<file path="config.mk">
export PLATFORM = sky130hd
export DESIGN_NAME = ex_mem_stage
export DESIGN_NICKNAME = d
export VERILOG_FILES = /design/src/rtl/ex_mem_stage.sv
export SDC_FILE = /design/constraint.sdc
export NUM_CORES = 1
export LEC_CHECK = 0
export CAP_MARGIN = 15
export CORE_UTILIZATION = 43
export CTS_CLUSTER_SIZE = 30
export DETAILED_ROUTE_END_ITERATION = 16
export PLACE_DENSITY = 0.85
export SYNTH_ARGS = -nofsm -noshare
export SYNTH_HDL_FRONTEND = slang
export SYNTH_SLANG_ARGS = --single-unit
</file>
<file path="constraint.sdc">
create_clock -name Clk -period 3.5 [get_ports Clk]
set_input_delay 0.35 -clock Clk [delete_from_list [all_inputs] [get_ports Clk]]
set_output_delay 0.35 -clock Clk [all_outputs]
set_load 0.01 [all_outputs]
</file>
<file path="src/rtl/ex_mem_stage.sv">
// EX/MEM pipeline register with branch resolution, post-branch shadow squash and forwarding.
// A taken branch produces a one-cycle redirect/flush pulse and squashes the next SHADOW valid entries.
module ex_mem_stage #(
    parameter int unsigned WIDTH  = 32,
    parameter int unsigned REG_AW = 5,
    parameter int unsigned SHADOW = 2,
    parameter int unsigned CNT_W  = 16
) (
    input  logic              Clk,
    input  logic              Reset_n,
    input  logic              Stall,
    input  logic              Flush,
    input  logic              In_Valid,
    input  logic [WIDTH-1:0]  ALUResult,
    input  logic              Zero,
    input  logic [WIDTH-1:0]  StoreData,
    input  logic [WIDTH-1:0]  BranchTarget,
    input  logic [REG_AW-1:0] Dest,
    input  logic              RegWrite,
    input  logic              MemRead,
    input  logic              MemWrite,
    input  logic              Branch,
    output logic              Out_Valid,
    output logic [WIDTH-1:0]  Out_ALUResult,
    output logic              Out_Zero,
    output logic [WIDTH-1:0]  Out_StoreData,
    output logic [REG_AW-1:0] Out_Dest,
    output logic              Out_RegWrite,
    output logic              Out_MemRead,
    output logic              Out_MemWrite,
    output logic              PCSrc,
    output logic [WIDTH-1:0]  PCTarget,
    output logic              BranchFlush,
    output logic              Fwd_Valid,
    output logic [REG_AW-1:0] Fwd_Dest,
    output logic [WIDTH-1:0]  Fwd_Data,
    output logic [CNT_W-1:0]  TakenCount
);

    typedef enum logic [0:0] {StRun, StShadow} state_e;

    localparam logic [2:0] ShadowInit = 3'(SHADOW);

    state_e            r_state;
    logic [2:0]        r_shadow_cnt;
    logic              r_valid;
    logic [WIDTH-1:0]  r_alu_result;
    logic              r_zero;
    logic [WIDTH-1:0]  r_store_data;
    logic [REG_AW-1:0] r_dest;
    logic              r_reg_write;
    logic              r_mem_read;
    logic              r_mem_write;
    logic              r_pc_src;
    logic [WIDTH-1:0]  r_pc_target;
    logic              r_branch_flush;
    logic [CNT_W-1:0]  r_taken_cnt;

    logic w_ev;
    logic w_take;

    assign w_ev   = In_Valid & ~Flush & (r_state == StRun);
    assign w_take = w_ev & Branch & (ALUResult != '0);

    always_ff @(posedge Clk or negedge Reset_n) begin
        if (!Reset_n) begin
            r_state        <= StRun;
            r_shadow_cnt   <= '0;
            r_valid        <= 1'b0;
            r_alu_result   <= '0;
            r_zero         <= 1'b0;
            r_store_data   <= '0;
            r_dest         <= '0;
            r_reg_write    <= 1'b0;
            r_mem_read     <= 1'b0;
            r_mem_write    <= 1'b0;
            r_pc_src       <= 1'b0;
            r_pc_target    <= '0;
            r_branch_flush <= 1'b0;
            r_taken_cnt    <= '0;
        end else begin
            // Redirect pulses always self-clear, even while stalled
            r_pc_src       <= 1'b0;
            r_branch_flush <= 1'b0;
            if (!Stall) begin
                r_valid      <= w_ev;
                r_alu_result <= ALUResult;
                r_zero       <= Zero;
                r_store_data <= StoreData;
                r_dest       <= Dest;
                r_reg_write  <= RegWrite & w_ev & ~w_take;
                r_mem_read   <= MemRead & w_ev & ~w_take;
                r_mem_write  <= MemWrite & w_ev & ~w_take;
                if (w_take) begin
                    r_pc_src       <= 1'b1;
                    r_branch_flush <= 1'b1;
                    r_pc_target    <= BranchTarget;
                    if (r_taken_cnt != '1) begin
                        r_taken_cnt <= r_taken_cnt + 1'b1;
                    end
                end
                case (r_state)
                    StRun: begin
                        if (w_take) begin
                            r_state      <= StShadow;
                            r_shadow_cnt <= ShadowInit;
                        end
                    end
                    StShadow: begin
                        if (Flush) begin
                            r_state      <= StRun;
                            r_shadow_cnt <= '0;
                        end else if (In_Valid) begin
                            r_shadow_cnt <= r_shadow_cnt - 3'd1;
                            if (r_shadow_cnt <= 3'd1) begin
                                r_state <= StRun;
                            end
                        end
                    end
                    default: r_state <= StRun;
                endcase
            end
        end
    end

    assign Out_Valid     = r_valid;
    assign Out_ALUResult = r_alu_result;
    assign Out_Zero      = r_zero;
    assign Out_StoreData = r_store_data;
    assign Out_Dest      = r_dest;
    assign Out_RegWrite  = r_reg_write;
    assign Out_MemRead   = r_mem_read;
    assign Out_MemWrite  = r_mem_write;
    assign PCSrc         = r_pc_src;
    assign PCTarget      = r_pc_target;
    assign BranchFlush   = r_branch_flush;
    assign TakenCount    = r_taken_cnt;

    assign Fwd_Valid = r_valid & r_reg_write & (r_dest != '0);
    assign Fwd_Dest  = r_dest;
    assign Fwd_Data  = r_alu_result;

endmodule
</file>
==> summary.md, run 1 <==
Prior to clock tree synthesis, the placed netlist has a worst setup slack of 0.528 ns. Relative to the synthesized area, the layout overhead comes to 60.1%. Overall power consumption: 4.62 mW.

The number of buffers inserted for hold repair after clock tree synthesis was 0; the reported max-cap violation count was 0. Via count of the first global-routing pass: 4,174. The run gives 0 as the final number of setup-violating endpoints.

The number of setup buffers added after CTS is 0, and the required time of the critical path is 3.78 ns. Counting every sink on the clock net gives 127. The tools report the final HPWL from detailed placement as 10,500 um. For this block, the initial DRC count from the detailed router was 130. The final hold violation count was 13. A synthesized cell averages 14.3 um^2. Entering global routing, the biggest net connects 78 pins.

The y dimension of the die came out at 113 um. The share of cells above drive strength 1 was 0.225. For the final-layout setup total negative slack, the log shows 0 ns.

The worst setup path is captured at a flop. The overall routing resource usage came out at 0.227. Share of the core filled with cells in the final layout: 0.708. The quantity of gates resized following cts came out at 0. The total power divided by cell area was 541 nW/um^2. The routability congestion estimate from global placement was 0.805. The critical path goes through clkdlybuf4s50_1, nor4_1, nand4_1, o211ai_4, buf_12, nand2_1, mux2_2. The post-synthesis simple-gate area fraction works out to 0.0596. The number of placement rows was 40. The tools report the initial core utilization as 0.442. The number of cells on the worst reg-to-reg path is 5. The adder-cell share of the synthesized area is 0.00704. The final worst-path cycle share was 0.730; the routing usage on met3 was 0.0717. The maximum achievable frequency was 391 MHz. The analysis attributes to cell leakage a power of 3.62 nW.

Dividing the detail-routed wire length by the instance count gives 17.8 um. Counting every instance in the synthesized netlist gives 373. Across the routed clock network, the largest skew measured is 0.00360 ns.

The floorplan step set the die width to 113 um. The first global-routing pass estimated 22,000 um of wire. The floorplan step defined a core boundary enclosing 12,100 um^2.

Along the worst path, the maximum fanout reaches 25. Once detail routing completed, the nets flagged for antenna violations numbered 0. The number of nets in the layout was 730.

Final wirelength: 14,200 um. The count of boundary I/O pins came out at 273. The minimum hold slack came out at -0.0156 ns. The met1 track utilization from global routing is 0.252. Counting flops and latches in the post-synthesis netlist gives 127. The kind of critical path was primary input to flop. Setup repair after global routing left no endpoint under its margin.

The most common cell after layout, fill and taps aside is clkdlybuf4s50_1. The clock reaches the later pin of the worst-skew pair after 0.41 ns. The floorplan step defined a die boundary enclosing 12,900 um^2. Normalized max-slew margin: 0.323.

The worst path needs 2.55 ns of the cycle, external delays included. For this run, design rule violations remaining after detail routing come to 0. The global-route congestion overflow total was 0; the post-CTS clock slew at the launch and capture registers of the worst setup and hold paths was 0.05 ns.

The number of buffers inserted by port buffering came out at 272. After synthesis, the largest family of logic cells by area is multiplexers. For the total count of max-transition violations in the final report, the log shows 0.

The compound-cell area share of the yosys netlist was 0.0218. On the worst path, the slowest cell contributes a delay of 0.61 ns. Clock tree synthesis selected as its root buffer the cell clkbuf_16. Post-layout worst setup margin: 0.945 ns. The slowest stage of the critical path is the o211ai_4 cell. The run gives 281 uV as the peak supply drop. The flow ran to the end, but the final reports show violations. The routed layout has 3,918 vias. Data arrives at the worst endpoint at 2.84 ns.

The tools report the number of antenna violations at the first check in global routing as 0. TritonCTS built the clock tree. Multiplexer fraction of the synthesized cell area: 0.220. The total iterations of the first detailed-routing run came out at 4. The run gives 0.596 as the share of synthesized area occupied by flip-flops and latches.

Yosys mapped the design onto 32 distinct sky130hd cell types. The number of antenna diodes in the final layout is 0. The H-tree depth is 4, and the cell area after synthesis is 5330 um^2. For the number of warning messages in the yosys log, the log shows 0.

The XOR/XNOR share of the synthesized area is 0.0263. The checks that failed: hold timing. The total CTS buffers was 17; the detailed-route vias per instance was 4.93. No sink is reached through more buffers than the 2 on the longest clock path. STA classifies the critical path startpoint as a primary input.

The min-delay analysis places its worst path in the category primary input to async pin. For the pin with the worst max-slew slack, the measured transition is 1.02 ns. The fraction of met2 tracks used by global routing came out at 0.401. In this run the most used layer during global routing was met2. The top cell types in the final layout, fill and taps aside, are clkdlybuf4s50_1, dfrtp_1, mux2_2, clkbuf_16, xor2_1. The post-synth net total was 487.
==> power by group <==
part           switching [mW]  total, mW  leakage, nW  internal, mW
logic                   0.394       1.09         1.80         0.697
registers               0.148       1.83         1.54          1.68
clock network           0.590       1.70        0.288          1.11
==> state kept, by name, indices dropped and copies added (netlist names) <==
register,cells
Out_Zero,1
PCTarget,32
Out_Valid,1
Fwd_Dest,5
Out_StoreData,32
r_state,1
Fwd_Data,32
r_shadow_cnt,3
Out_MemWrite,1
Out_RegWrite,1
Out_MemRead,1
BranchFlush,1
TakenCount,16
==> per-stage QoR <==
| step | instance area (um^2) | std cells | hold slack (ns) |
|---|---|---|---|
| finish | 8540 | 795 | -0.0156 |
| global route | 8540 | 795 | 0.0372 |
| CTS | 8540 | 795 | 0.00108 |
| global placement | 7960 | 765 | 0.430 |
| detailed placement | 7960 | 765 | 0.431 |
| floorplan | 5330 | 373 | 0.0544 |
==> per-layer routing <==
layer / wire length [um] / vias up
met5: 0 / -
met4: 261 / 0
met3: 1040 / 24
met2: 7500 / 181
met1: 5380 / 1947
li1: - / 1766
==> cell usage after synthesis <==
cell      count  area, um^2
nand3_1       8        40.0
nor3_1        3        15.0
o2111a_2      1        12.5
nand2_1       7        26.3
xnor2_1       4        35.0
ha_1          3        37.5
nor4b_4       1        23.8
a31oi_1       1        6.26
o41ai_1       1        8.76
o21ai_0       5        25.0
nor4_1        9        56.3
inv_1         5        18.8
o21bai_1      1        7.51
buf_4        42         315
nor2_1        6        22.5
and2_1        2        12.5
nand4b_1      1        8.76
nand2b_1      1        6.26
xor2_1       12         105
a22o_1        3        26.3
a21o_1        1        7.51
buf_2         4        20.0
clkbuf_1      5        18.8
and3_1        2        12.5
and4_1        5        43.8
mux2_2      104        1170
dfrtp_1     127        3180
o311a_1       1        10.0
o211ai_2      1        12.5
nor3b_2       1        12.5
or3_1         2        12.5
nand4_1       4        25.0
==> worst max-delay path, delay by kind of cell <==
kind | cells | cell delay [ns]
muxes | 1 | 0.30
AOI/OAI and AO/OA | 1 | 0.61
and+or+nand+nor | 3 | 0.89
buffers and inverters | 2 | 0.67
==> final cells by class <==
| type | instances | area, um^2 |
|---|---|---|
| sequential | 127 | 3180 |
| timing repair buffer | 275 | 2770 |
| multi-input combinational | 190 | 1790 |
| fill | 865 | 3520 |
| clock inverter | 7 | 85.1 |
| tap | 168 | 210 |
| clock buffer | 23 | 488 |
| inverter | 5 | 18.8 |
==> cell families (layout without fill, tap and decap cells) <==
kind of cell	Yosys count	count (layout)
AO/OA/AOI/OAI	15	15
AND/OR/NAND/NOR	52	52
adder cells (fa/ha/maj)	3	3
buffers and inverters	56	310
multiplexers	104	104
XOR/XNOR	16	16
flip-flops	127	127
==> worst paths after layout <==
| check | start | end | slack [ns] |
|---|---|---|---|
| hold reg to reg | TakenCount[11]$_DFFE_PN0P_ | TakenCount[11]$_DFFE_PN0P_ | 0.49 |
| min in group Clk | TakenCount[11]$_DFFE_PN0P_ | TakenCount[11]$_DFFE_PN0P_ | 0.49 |
| hold / removal | Reset_n | Fwd_Data[10]$_DFFE_PN0N_ | -0.02 |
| setup reg to reg | r_state$_DFFE_PN0N_ | r_shadow_cnt[1]$_DFFE_PN0P_ | 1.46 |
| max in group asynchronous | Reset_n | Fwd_Data[0]$_DFFE_PN0N_ | 2.65 |
| setup / recovery | ALUResult[24] | r_shadow_cnt[1]$_DFFE_PN0P_ | 0.95 |
Power figures use the tool's default switching activity.
==> inputs of run 2 (changes only) <==
--- a/config.mk
+++ b/config.mk
@@ -6,10 +6,10 @@
 export NUM_CORES = 1
 export LEC_CHECK = 0
 export CAP_MARGIN = 15
-export CORE_UTILIZATION = 43
+export CORE_UTILIZATION = 40
 export CTS_CLUSTER_SIZE = 30
 export DETAILED_ROUTE_END_ITERATION = 16
-export PLACE_DENSITY = 0.85
+export PLACE_DENSITY = 0.8
 export SYNTH_ARGS = -nofsm -noshare
 export SYNTH_HDL_FRONTEND = slang
 export SYNTH_SLANG_ARGS = --single-unit
==> constraint.sdc (replaced) <==
create_clock -name Clk -period 2.4 [get_ports Clk]
set_input_delay 0.24 -clock Clk [delete_from_list [all_inputs] [get_ports Clk]]
set_output_delay 0.24 -clock Clk [all_outputs]
set_load 0.01 [all_outputs]
==> run 2 against run 1 <==
  * The flow now finishes without violations
  * Hold slack better by 0.20 ns
  * Cell area grew 1.1%
  * Via count fell by 1.1%
  * Largest cell class unchanged
  * Largest power group unchanged
  * Highest routed layer unchanged
==> summary.md, run 2 (synthesis results as in run 1) <==
The logs give 127 (unchanged) for the total clock sinks and 773 (+1.0%) for the placed cell count. The total iterations of the first detailed-routing run is 4 (unchanged). Setup repair after global routing left no endpoint under its margin. Number of antenna violations at the first check in global routing: 0 (unchanged). The normalized max-slew margin is 0.377 (+0.0541), and the post-CTS clock slew at the launch and capture registers of the worst setup and hold paths is 0.05 ns (about the same).

The number of buffers inserted by port buffering is 272 (unchanged), and the quantity of gates resized following cts is 0 (unchanged). The later-pin clock latency in the skew report was 0.41 ns (about the same); the largest clock skew in the final design was 0.00434 ns (+0.000736 ns). Top cell family by delay on the critical path: buffers and inverters.

The total power divided by cell area is 799 nW/um^2 (+48%). The final number of setup-violating endpoints was 0 (unchanged). The tools report the register share of total power as 0.386 (-0.010).

The horizontal die dimension came out at 117 um (+3.6%). The leakage power summed over all cells was 3.66 nW (+0.96%). The slowest stage of the critical path is the clkdlybuf4s50_1 cell. The first-pass GRT wire length came out at 21,900 um (about the same). The run gives 2 (unchanged) as the largest buffer count on any clock path. The slew at the pin with the worst max-slew slack is 0.934 ns (-0.0812 ns), and the wire length per cell after detailed routing is 16.9 um (-5.4%). The class of the most critical hold timing path is primary input to flop.

STA classifies the critical path startpoint as a flop. For the fraction of power consumed by the clock network, the log shows 0.384 (+0.016). The run gives 0 (-13) as the final hold violation count. For the finished layout, the period the worst path requires is 2.27 ns.

Based on the critical path, the design can be clocked at up to 441 MHz. The y dimension of the die was 117 um (+3.6%); the final HPWL from detailed placement was 9950 um (-5.0%). The number of nets in the layout was 735 (+0.68%); the total CTS buffers was 17 (unchanged). Final wirelength: 13,600 um (-4.1%). TritonCTS built the clock tree.

The proportion of power drawn by combinational gates came out at 0.230 (-0.006). Relative to the synthesized area, the layout overhead comes to 61.8%. The share of cells above drive strength 1 is 0.224 (-0.000906).

The overall routing resource usage was 0.205 (-0.0217); the H-tree depth was 4 (unchanged). The logs give 0 (unchanged) for the reported max-cap violation count and 5.27 mW (+51%) for the internal cell power. The run gives 1.63 mW (+44%) as the net switching power.

The run gives 41 (+2.5%) as the number of placement rows. The kind of critical path is flop to output pin. The number of violations reported at the end of detailed-routing iteration 0 came out at 124 (-4.6%). The final worst-path cycle share was 0.944.

The pin count of the biggest net entering global routing was 76 (-2.6%). The library cell used most frequently in the layout, excluding fill and tap cells, is clkdlybuf4s50_1. The proportion of total power due to net switching is 0.236 (-0.00900). The logs give 416 uV (+48%) for the peak supply drop and 12,800 um^2 (+6.3%) for the standard cell core area. Total count of max-transition violations in the final report: 0 (unchanged).

The largest fanout of any net on the critical path was 4 (-84%). For the total via count after detailed routing, the log shows 3,876 (-1.1%). The initial core utilization came out at 0.416 (-0.0263). The logs give 273 (unchanged) for the count of boundary I/O pins and 0 (unchanged) for the final antenna-violating net count. The stage delay of the slowest cell on the critical path works out to 0.50 ns (-0.11 ns). The clock root buffer was clkbuf_16.

The minimum hold slack was 0.186 ns (+0.202 ns); the number of antenna diodes was 0 (unchanged). The via count of the first global-routing pass was 4,188 (+0.34%); the global-route congestion overflow total was 0 (unchanged). The run gives 2.03 ns (-0.81 ns) as the worst path arrival time. The run gives 806 (+1.4%) as the final cell count without fillers. The flow ran to the end, and the final reports show no timing, DRC or antenna violations.

The logs give 13,800 um^2 (+7.4%) for the die area and 0.805 (unchanged) for the routability congestion estimate from global placement. The required time of the critical path came out at 2.16 ns (-1.62 ns). The critical path goes through or3_1, o311a_1, clkdlybuf4s50_1. In the layout the commonest cells are clkdlybuf4s50_1, dfrtp_1, mux2_2, clkbuf_16, xor2_1. The worst setup path is captured at an output pin.

The buffering stage count on the worst path with inverters included was 1 (-1). Residual DRC count: 0 (unchanged). The detailed-route vias per instance was 4.81 (-2.4%).
[run 2: cell count changes in the layout (fill, tap and decap cells not counted)]
cell           previous run  this run
clkinv_2                  5         2
dlygate4sd3_1             0         1
clkbuf_8                  4         2
bufinv_16                 2         4
buf_12                    2         3
buf_4                     3         6
clkbuf_1                  2         7
[run 2: stage by stage]
stage	utilization	worst slack (ns)	TNS, ns	power, mW	cell area, um^2
detailed placement	0.625	-0.0297	-0.287	4.29	8010
finish	0.673	0.135	0	6.89	8630
CTS	0.673	0.111	0	6.97	8630
global placement	0.625	-0.0142	-0.211	4.24	8010
global route	0.673	0.0982	0	7.18	8630
floorplan	-	0.596	0	3.29	5330
[run 2: worst paths after layout]
kind / startpoint / endpoint / slack (ns) / cells past startpoint
hold reg to reg: PCTarget[6]$_DFFE_PN0P_ / PCTarget[6]$_DFFE_PN0P_ / 0.50 / 1
max in group asynchronous: Reset_n / PCTarget[15]$_DFFE_PN0P_ / 1.63 / 3
hold / removal: Stall / Out_Valid$_DFFE_PN0N_ / 0.19 / 3
min in group asynchronous: Reset_n / Out_Zero$_DFFE_PN0N_ / 0.21 / 2
setup reg to reg: r_state$_DFFE_PN0N_ / TakenCount[15]$_DFFE_PN0P_ / 0.46 / 5
setup / recovery: Fwd_Dest[1]$_DFFE_PN0N_ / Fwd_Valid / 0.13 / 3
[run 2: cell type report]
type                            instances  area [um^2]
Fill cell                             922         4190
Sequential cell                       127         3180
Timing Repair Buffer                  280         2820
Multi-Input combinational cell        190         1790
Clock buffer                           26          479
Tap cell                              172          215
Clock inverter                          6          130
Inverter                                5         18.8
[run 2: worst reg2reg max path, delay by kind of cell, from the launching register on]
family                    cells  cell delay [ns]
and+or+nand+nor               3             0.95
xor gates and xnor gates      1             0.16
DFF                           1             0.44
AOI/OAI and AO/OA             1             0.32
[run 2: routing by layer]
metal	wire [um]	global-route usage
met1	5240	0.228
met2	7200	0.364
met3	949	0.0664
met4	217	0.0785
met5	0	0
[run 2: repair_timing]
action                    4_1_cts  5_1_grt
hold buffers                    1        0
buffers inserted                0        0
hold endpoints to repair      127        0
[run 2: power by group through the flow]
| stage | clock network, mW | registers, mW | logic (mW) |
|---|---|---|---|
| finish | 2.64 | 2.66 | 1.59 |
| global route | 2.80 | 2.70 | 1.68 |
| CTS | 2.70 | 2.66 | 1.61 |
| detailed placement | 0 | 2.69 | 1.60 |
| global placement | 0 | 2.67 | 1.57 |
| floorplan | 0 | 2.81 | 0.482 |
==> inputs of run 3 (changes only) <==
--- a/config.mk
+++ b/config.mk
@@ -13,3 +13,4 @@
 export SYNTH_ARGS = -nofsm -noshare
 export SYNTH_HDL_FRONTEND = slang
 export SYNTH_SLANG_ARGS = --single-unit
+export TNS_END_PERCENT = 30
==> results of run 3 <==
No change in the layout: final DEF, timing and power equal those of run 2.
